==> src/rtl/shift_normalizer_pkg.sv <==
// Shared definitions for the shifter / normalizer pair: FSM encoding and direction codes.
package shift_normalizer_pkg;

  typedef enum logic [1:0] {
    StIdle = 2'd0,
    StScan = 2'd1,
    StDone = 2'd2
  } norm_state_e;

  localparam logic DIR_LEFT  = 1'b1;
  localparam logic DIR_RIGHT = 1'b0;

endpackage

==> src/rtl/shift_normalizer_norm_stage.sv <==
// One binary-search stage: tests the outer half-window and shifts it out when it is empty.
module norm_stage
  import shift_normalizer_pkg::*;
#(
  parameter int unsigned  DATA_SIZE = 16,
  localparam int unsigned SEL_W     = $clog2(DATA_SIZE)
) (
  input  logic [DATA_SIZE-1:0] i_word,
  input  logic [SEL_W-1:0]     i_half,
  input  logic                 i_dir,
  output logic [DATA_SIZE-1:0] o_word,
  output logic                 o_hit
);

  logic [DATA_SIZE-1:0] w_ones;
  logic [DATA_SIZE-1:0] w_mask;

  assign w_ones = '1;

  // Mask selects the top (left) or bottom (right) i_half bits of the word.
  always_comb begin
    w_mask = '0;
    o_hit  = 1'b0;
    o_word = i_word;
    if (i_dir == DIR_LEFT) begin
      w_mask = ~(w_ones >> i_half);
      o_hit  = (i_word & w_mask) == '0;
      o_word = o_hit ? (i_word << i_half) : i_word;
    end else begin
      w_mask = ~(w_ones << i_half);
      o_hit  = (i_word & w_mask) == '0;
      o_word = o_hit ? (i_word >> i_half) : i_word;
    end
  end

endmodule

==> src/rtl/shift_normalizer.sv <==
// Iterative leading/trailing-zero normalizer: recovers the shift amount a barrel shifter applied.
module shift_normalizer
  import shift_normalizer_pkg::*;
#(
  parameter int unsigned  DATA_SIZE = 16,
  parameter bit           DIRECTION = DIR_LEFT,
  localparam int unsigned SEL_W     = $clog2(DATA_SIZE)
) (
  input  logic                 clk,
  input  logic                 rst,
  input  logic                 in_valid,
  output logic                 in_ready,
  input  logic [DATA_SIZE-1:0] data_in,
  output logic                 out_valid,
  input  logic                 out_ready,
  output logic [DATA_SIZE-1:0] data_out,
  output logic [SEL_W-1:0]     shift_amt,
  output logic                 zero
);

  localparam logic [SEL_W-1:0] K_LAST = SEL_W'(SEL_W - 1);

  norm_state_e          r_state;
  logic [DATA_SIZE-1:0] r_work;
  logic [SEL_W-1:0]     r_amt;
  logic [SEL_W-1:0]     r_k;
  logic                 r_zero;
  logic                 r_in_ready;
  logic                 r_out_valid;

  logic [31:0]          w_k_ext;
  logic [SEL_W-1:0]     w_half;
  logic [SEL_W-1:0]     w_bitpos;
  logic [SEL_W-1:0]     w_amt_set;
  logic [DATA_SIZE-1:0] w_stage_word;
  logic                 w_hit;

  // Stage k examines a window of DATA_SIZE >> (k+1) bits and owns amt bit SEL_W-1-k.
  assign w_k_ext   = {{(32 - SEL_W){1'b0}}, r_k};
  assign w_half    = SEL_W'(DATA_SIZE >> (w_k_ext + 32'd1));
  assign w_bitpos  = K_LAST - r_k;
  assign w_amt_set = {{(SEL_W - 1){1'b0}}, w_hit} << w_bitpos;

  norm_stage #(
    .DATA_SIZE(DATA_SIZE)
  ) u_stage (
    .i_word(r_work),
    .i_half(w_half),
    .i_dir (DIRECTION),
    .o_word(w_stage_word),
    .o_hit (w_hit)
  );

  always_ff @(posedge clk) begin
    if (rst) begin
      r_state     <= StIdle;
      r_work      <= '0;
      r_amt       <= '0;
      r_k         <= '0;
      r_zero      <= 1'b0;
      r_in_ready  <= 1'b1;
      r_out_valid <= 1'b0;
    end else begin
      unique case (r_state)
        StIdle: begin
          if (in_valid) begin
            r_work     <= data_in;
            r_amt      <= '0;
            r_zero     <= (data_in == '0);
            r_k        <= '0;
            r_in_ready <= 1'b0;
            r_state    <= StScan;
          end
        end
        StScan: begin
          r_work <= w_stage_word;
          r_amt  <= r_amt | w_amt_set;
          r_k    <= r_k + SEL_W'(1);
          if (r_k == K_LAST) begin
            r_out_valid <= 1'b1;
            r_state     <= StDone;
          end
        end
        StDone: begin
          if (out_ready) begin
            r_out_valid <= 1'b0;
            r_in_ready  <= 1'b1;
            r_state     <= StIdle;
          end
        end
        default: begin
          r_in_ready  <= 1'b1;
          r_out_valid <= 1'b0;
          r_state     <= StIdle;
        end
      endcase
    end
  end

  assign in_ready  = r_in_ready;
  assign out_valid = r_out_valid;
  assign data_out  = r_work;
  assign shift_amt = r_amt;
  assign zero      = r_zero;

endmodule

==> config.mk <==
export PLATFORM = sky130hd
export DESIGN_NAME = shift_normalizer
export DESIGN_NICKNAME = d
export VERILOG_FILES = /design/src/rtl/shift_normalizer_pkg.sv /design/src/rtl/shift_normalizer_norm_stage.sv /design/src/rtl/shift_normalizer.sv
export SDC_FILE = /design/constraint.sdc
export NUM_CORES = 1
export LEC_CHECK = 0
export CORE_MARGIN = 2
export CORE_UTILIZATION = 41
export DETAILED_ROUTE_END_ITERATION = 8
export RECOVER_POWER = 100
export SETUP_SLACK_MARGIN = 0.1
export SYNTH_ARGS = -nofsm -noshare
export SYNTH_HDL_FRONTEND = slang
export SYNTH_HIERARCHICAL = 1
export SYNTH_SLANG_ARGS = --single-unit
==> constraint.sdc <==
create_clock -name clk -period 5.9 [get_ports clk]
set_input_delay 1.77 -clock clk [delete_from_list [all_inputs] [get_ports clk]]
set_output_delay 1.77 -clock clk [all_outputs]
set_load 0.005 [all_outputs]
* Word level (Yosys, flattened, before mapping)
Cells that the tools add are included.
Cells by class: add/subtract/negate cells 3, equality and inequality tests 7, shift-type cells 4, muxes and demuxes 16, bitwise operators 5, reductions and logical operators 10
Operators by type and width (number):
- 16-bit logical NOT | 2
- 16-bit two-way mux | 2
- 16-bit one-hot mux with 2 select lines | 1
- 16-bit bitwise AND | 1
- 16-bit NOT | 1
- 4-bit one-hot mux with 2 select lines | 2
- 16-bit by 4-bit << shifter with 16-bit output | 1
- 16-bit by 4-bit right shift with 16-bit output, first input constant | 1
- 3-bit AND reduction | 4
- 2-bit inequality test, second input constant | 4
- 2-bit two-way mux | 3
- 1-bit one-hot mux with 3 select lines | 2
- 2-bit one-hot mux with 3 select lines | 1
- 4-bit by 1-bit adder with 5-bit output, second input constant | 1
- 5-bit by 5-bit right shift with 4-bit output, first input constant | 1
- 4-bit by 1-bit adder with 4-bit output, second input constant | 1
- 4-bit by 2-bit == test with 1-bit output, second input constant | 1
- 1-bit two-way mux | 4
- 4-bit two-way mux | 1
- 4-bit bitwise OR | 1
- 2-bit AND reduction | 2
- 1-bit by 4-bit << shifter with 4-bit output | 1
- 2-bit by 4-bit subtractor with 4-bit output, first input constant | 1
- 2-bit by 1-bit == test with 1-bit output, second input constant | 1
- 4 further kinds | 5
Storage, ports and cells: bits in registers 29, bits of input ports 20, output and inout bits 23, logic and storage cells 52

* Logic depth before layout (Yosys ltp)
word-level depth 9, gate-level depth with buffers 15, gate-level depth less buffers 11

* By module
The synthesis kept the hierarchy.
Modules (own cells, without submodules):
- norm_stage | instances 1, cells each 290, area an instance 1983.2 µm², sequential area each 0.0 µm²
- shift_normalizer | instances 1, cells each 151, area an instance 1282.5 µm², sequential area each 580.6 µm²

* Worst setup path before layout
No wires, ideal clock.
path type input port to flip-flop, start in in_valid, end reg r_zero (netlist: zero), setup time 0.069 ns, arrival 2.759 ns, data required time 5.831 ns, slack 3.072 ns, stages 4, path buffers 1, cell sequence or3b_4 buf_6 or4_1 o21ai_1
Between the ends: word-level cells in the longest chain between the ends 1
RTL lines:
- start: declaration | line shift_normalizer.sv:11 | input logic in_valid,
- 2-bit AND reduction (no line)
- end signal: assignment | line shift_normalizer.sv:69 | r_zero <= (data_in == '0);
- end: declaration | line shift_normalizer.sv:27 | logic r_zero;
No other way between the ends. A chain may end at the register's enable or synchronous reset.

* Worst setup path in the final report
start in in_valid, end reg r_work[4] (netlist: data_out[4])
Between the ends: word-level cells in the longest chain between the ends 2
RTL lines:
- 2-bit inequality test (no line)
- 3-bit AND reduction (no line)
- end signal: assignment | line shift_normalizer.sv:67 | r_work <= data_in;
- end signal: assignment | line shift_normalizer.sv:76 | r_work <= w_stage_word;
- end: declaration | line shift_normalizer.sv:24 | logic [DATA_SIZE-1:0] r_work;
No other way between the ends.

==> flow_metrics.env <==
export IMPL_setup_violations=0
export IMPL_yosysUniqueCellTypes=56
export IMPL_maxCapViolations=1
export IMPL_synthToLayoutAreaGrowth_pct=15.0
export IMPL_pwr_share_seq=0.295
export IMPL_cts_root_buf="clkbuf_8"
export IMPL_routed_via_density=6.50
export IMPL_timing_final_hold_violations=0
export IMPL_path_cells="dlygate4sd3_1 > nor3b_1 > a22oi_1 > a21oi_1"
export IMPL_synthArstFlopShare=0
export IMPL_ys_seq_area_frac=0.178
export IMPL_num_vias=3586
export IMPL_antennaDiodeCount=0
export IMPL_critPathMaxStageDelay_ns=1.54
export IMPL_tightestPinTransition_ns=1.97
export IMPL_gp_routability_congestion=1.00
export IMPL_crit_type="primary input to register"
export IMPL_path_max_fanout=17
export IMPL_fp_row_count=32
export IMPL_combinationalPowerShare=0.466
export IMPL_synth_ff_type="dfxtp_1"
export IMPL_final_cells=552
export IMPL_dp_cells=544
export IMPL_die_y_um=93.2
export IMPL_coreArea_um2=7730
export IMPL_fillCellCount=790
export IMPL_fin_skew_ns=0.00720
export IMPL_rsz0062_at_grt="no"
export IMPL_htreeDepth=2
export IMPL_arrival_ns=4.41
export IMPL_die_x_um=93.2
export IMPL_cp_start_kind="primary input"
export IMPL_ys_warn_count=6
export IMPL_first_iter_violations=346
export IMPL_grt_max_degree=62
export IMPL_grt_pass1_vias=3344
export IMPL_port_buffers=42
export IMPL_cts_buffers=5
export IMPL_multiInputGateArea_um2=2420
export IMPL_cp_end_kind="register"
export IMPL_cts_resized=0
export IMPL_max_freq_mhz=238
export IMPL_intPower_uw=539
export IMPL_cts_buffer_depth=2
export IMPL_ant_nets=0
export IMPL_regArea_um2=581
export IMPL_hold_buffers=0
export IMPL_track_usage=0.271
export IMPL_slew_headroom=-0.314
export IMPL_cts_num_sinks=29
export IMPL_finalSetupTns_ns=0
export IMPL_fin_nets=471
export IMPL_crit_slowest_cell="nor3b_1"
export IMPL_p_leak_nw=1.25
export IMPL_switching_power_uw=364
export IMPL_grt_pass1_wl_um=18500
export IMPL_start_util=0.423
export IMPL_min_path_type="register to register"
export IMPL_syn_cell_area_um2=3270
export IMPL_grt_ovfl_total=0
export IMPL_ys_ff_latch=29
export IMPL_p_clk_frac=0.239
export IMPL_finalWirelength_um=11800
export IMPL_clk_latency_ns=0.28
export IMPL_drive_gt1_frac=0.120
export IMPL_slew_violations=18
export IMPL_power_density_nw_per_um2=240
export IMPL_wire_per_inst_um=21.4
export IMPL_cts_tree="built"
export IMPL_fin_crit_ns=4.21
export IMPL_status="finished with violations"
export IMPL_antenna_found_initial=0
export IMPL_dp_hpwl_um=8090
export IMPL_die_area_um2=8690
export IMPL_clk_pin_slew_ns=0.07
export IMPL_firstDrtPassIters=5
export IMPL_violations="capacitance limit, slew limit"
export IMPL_post_route_period_util=0.713
export IMPL_ios=43
export IMPL_switching_share=0.403
export IMPL_synthCells=441
export IMPL_synth_enable_flop_cells=0
export IMPL_avgSynthCellArea_um2=7.41
export IMPL_peakVddDrop_mv=0.121
export IMPL_cts_setup_buffers=0
export IMPL_drc=0
export IMPL_cp_required_ns=6.10
per-layer routing:
| metal | up-vias | wire length (um) | track usage |
|---|---|---|---|
| li1 | 1677 | - | - |
| met1 | 1687 | 5000 | 0.373 |
| met3 | 31 | 957 | 0.0419 |
| met2 | 191 | 5500 | 0.436 |
| met5 | - | 0 | 0 |
| met4 | 0 | 330 | 0.0846 |
final cells by class:
cell class,count,area share
Tap cell,102,0.0340
Clock inverter,1,0.00799
Multi-Input combinational cell,354,0.646
Timing Repair Buffer,51,0.127
Inverter,8,0.00799
Clock buffer,7,0.0230
Sequential cell,29,0.155
worst max-delay path, delay by kind of cell:
family	cells	cell delay [ns]
AOI/OAI and AO/OA	2	0.50
buffers and inverters	1	0.60
and+or+nand+nor	1	1.54
cells in the final DEF (no fill, tap or decap), types with 20 or more instances in the layout:
cell	n
nand2_1	47
a21oi_1	45
a22oi_1	21
o21ai_0	40
clkdlybuf4s50_1	20
dlygate4sd3_1	22
mux2i_1	22
dfxtp_1	29
nor2_1	30
sequential cells by signal (all words and copies together) (netlist names):
name / flops
data_out: 16
r_k: 4
shift_amt: 4
r_state: 2
in_ready: 1
out_valid: 1
zero: 1
cells by family after synthesis:
kind of cell | after synthesis | synth area share
buffers and inverters | 60 | 0.0839
other | 1 | 0.00115
AOI/OAI and AO/OA | 169 | 0.339
DFF | 29 | 0.178
muxes | 42 | 0.178
adders and majority gates | 3 | 0.0107
xor gates and xnor gates | 1 | 0.00268
and+or+nand+nor | 136 | 0.207
path summary, 6_finish.rpt:
kind / from / to / slack [ns] / cells after the start
worst max-delay path: in_valid / data_out[4] / 1.69 / 4
worst min-delay path: shift_amt[3] / shift_amt[3] / 0.45 / 2
worst min register to register: shift_amt[3] / shift_amt[3] / 0.45 / 2
worst max register to register: r_k[2] / shift_amt[0] / 2.06 / 12
cell usage after synthesis (3+ instances only):
library cell   n  area, um^2
nand3_1        6        30.0
inv_1          6        22.5
a31oi_1        5        31.3
nand3b_1       5        37.5
nand2_1       47         176
dfxtp_1       29         581
o21ai_0       39         195
a21oi_1       45         225
o211ai_1       4        30.0
nor4_1         5        31.3
o21a_1         3        22.5
o221ai_1       3        26.3
a21o_1         4        30.0
a22oi_1       21         158
nor2b_1        9        56.3
mux2i_1       22         220
nand4b_1       3        26.3
o22ai_1        8        50.1
mux2_2         8        90.1
nor3_1        11        55.1
mux4_2        12         270
buf_2         15        75.1
buf_6          4        45.0
a211oi_1      12        90.1
o221a_2       12         135
nor2_1        31         116
nand4_1        3        18.8
nand2b_1       5        31.3
clkbuf_1      32         120
per-stage QoR:
stage / hold WS (ns) / power (mW) / util / instance area (um^2) / setup WS (ns)
after floorplan: 0.448 / 0.549 / - / 3270 / 3.07
after global placement: 0.444 / 0.681 / 0.475 / 3670 / 2.27
after detailed placement: 0.446 / 0.684 / 0.475 / 3670 / 2.25
after CTS: 0.456 / 0.899 / 0.490 / 3780 / 2.42
after global routing: 0.490 / 0.946 / 0.486 / 3760 / 1.60
final: 0.449 / 0.903 / 0.486 / 3760 / 1.69
power by group through the flow:
stage / Sequential (mW) / Combinational, mW / Clock [mW]
2_1_floorplan: 0.233 / 0.316 / 0
4_1_cts: 0.266 / 0.416 / 0.218
3_5_place_dp: 0.270 / 0.415 / 0
5_1_grt: 0.270 / 0.451 / 0.225
6_report: 0.266 / 0.421 / 0.216
3_3_place_gp: 0.269 / 0.412 / 0
No activity file was read; power rests on OpenSTA's default activity.
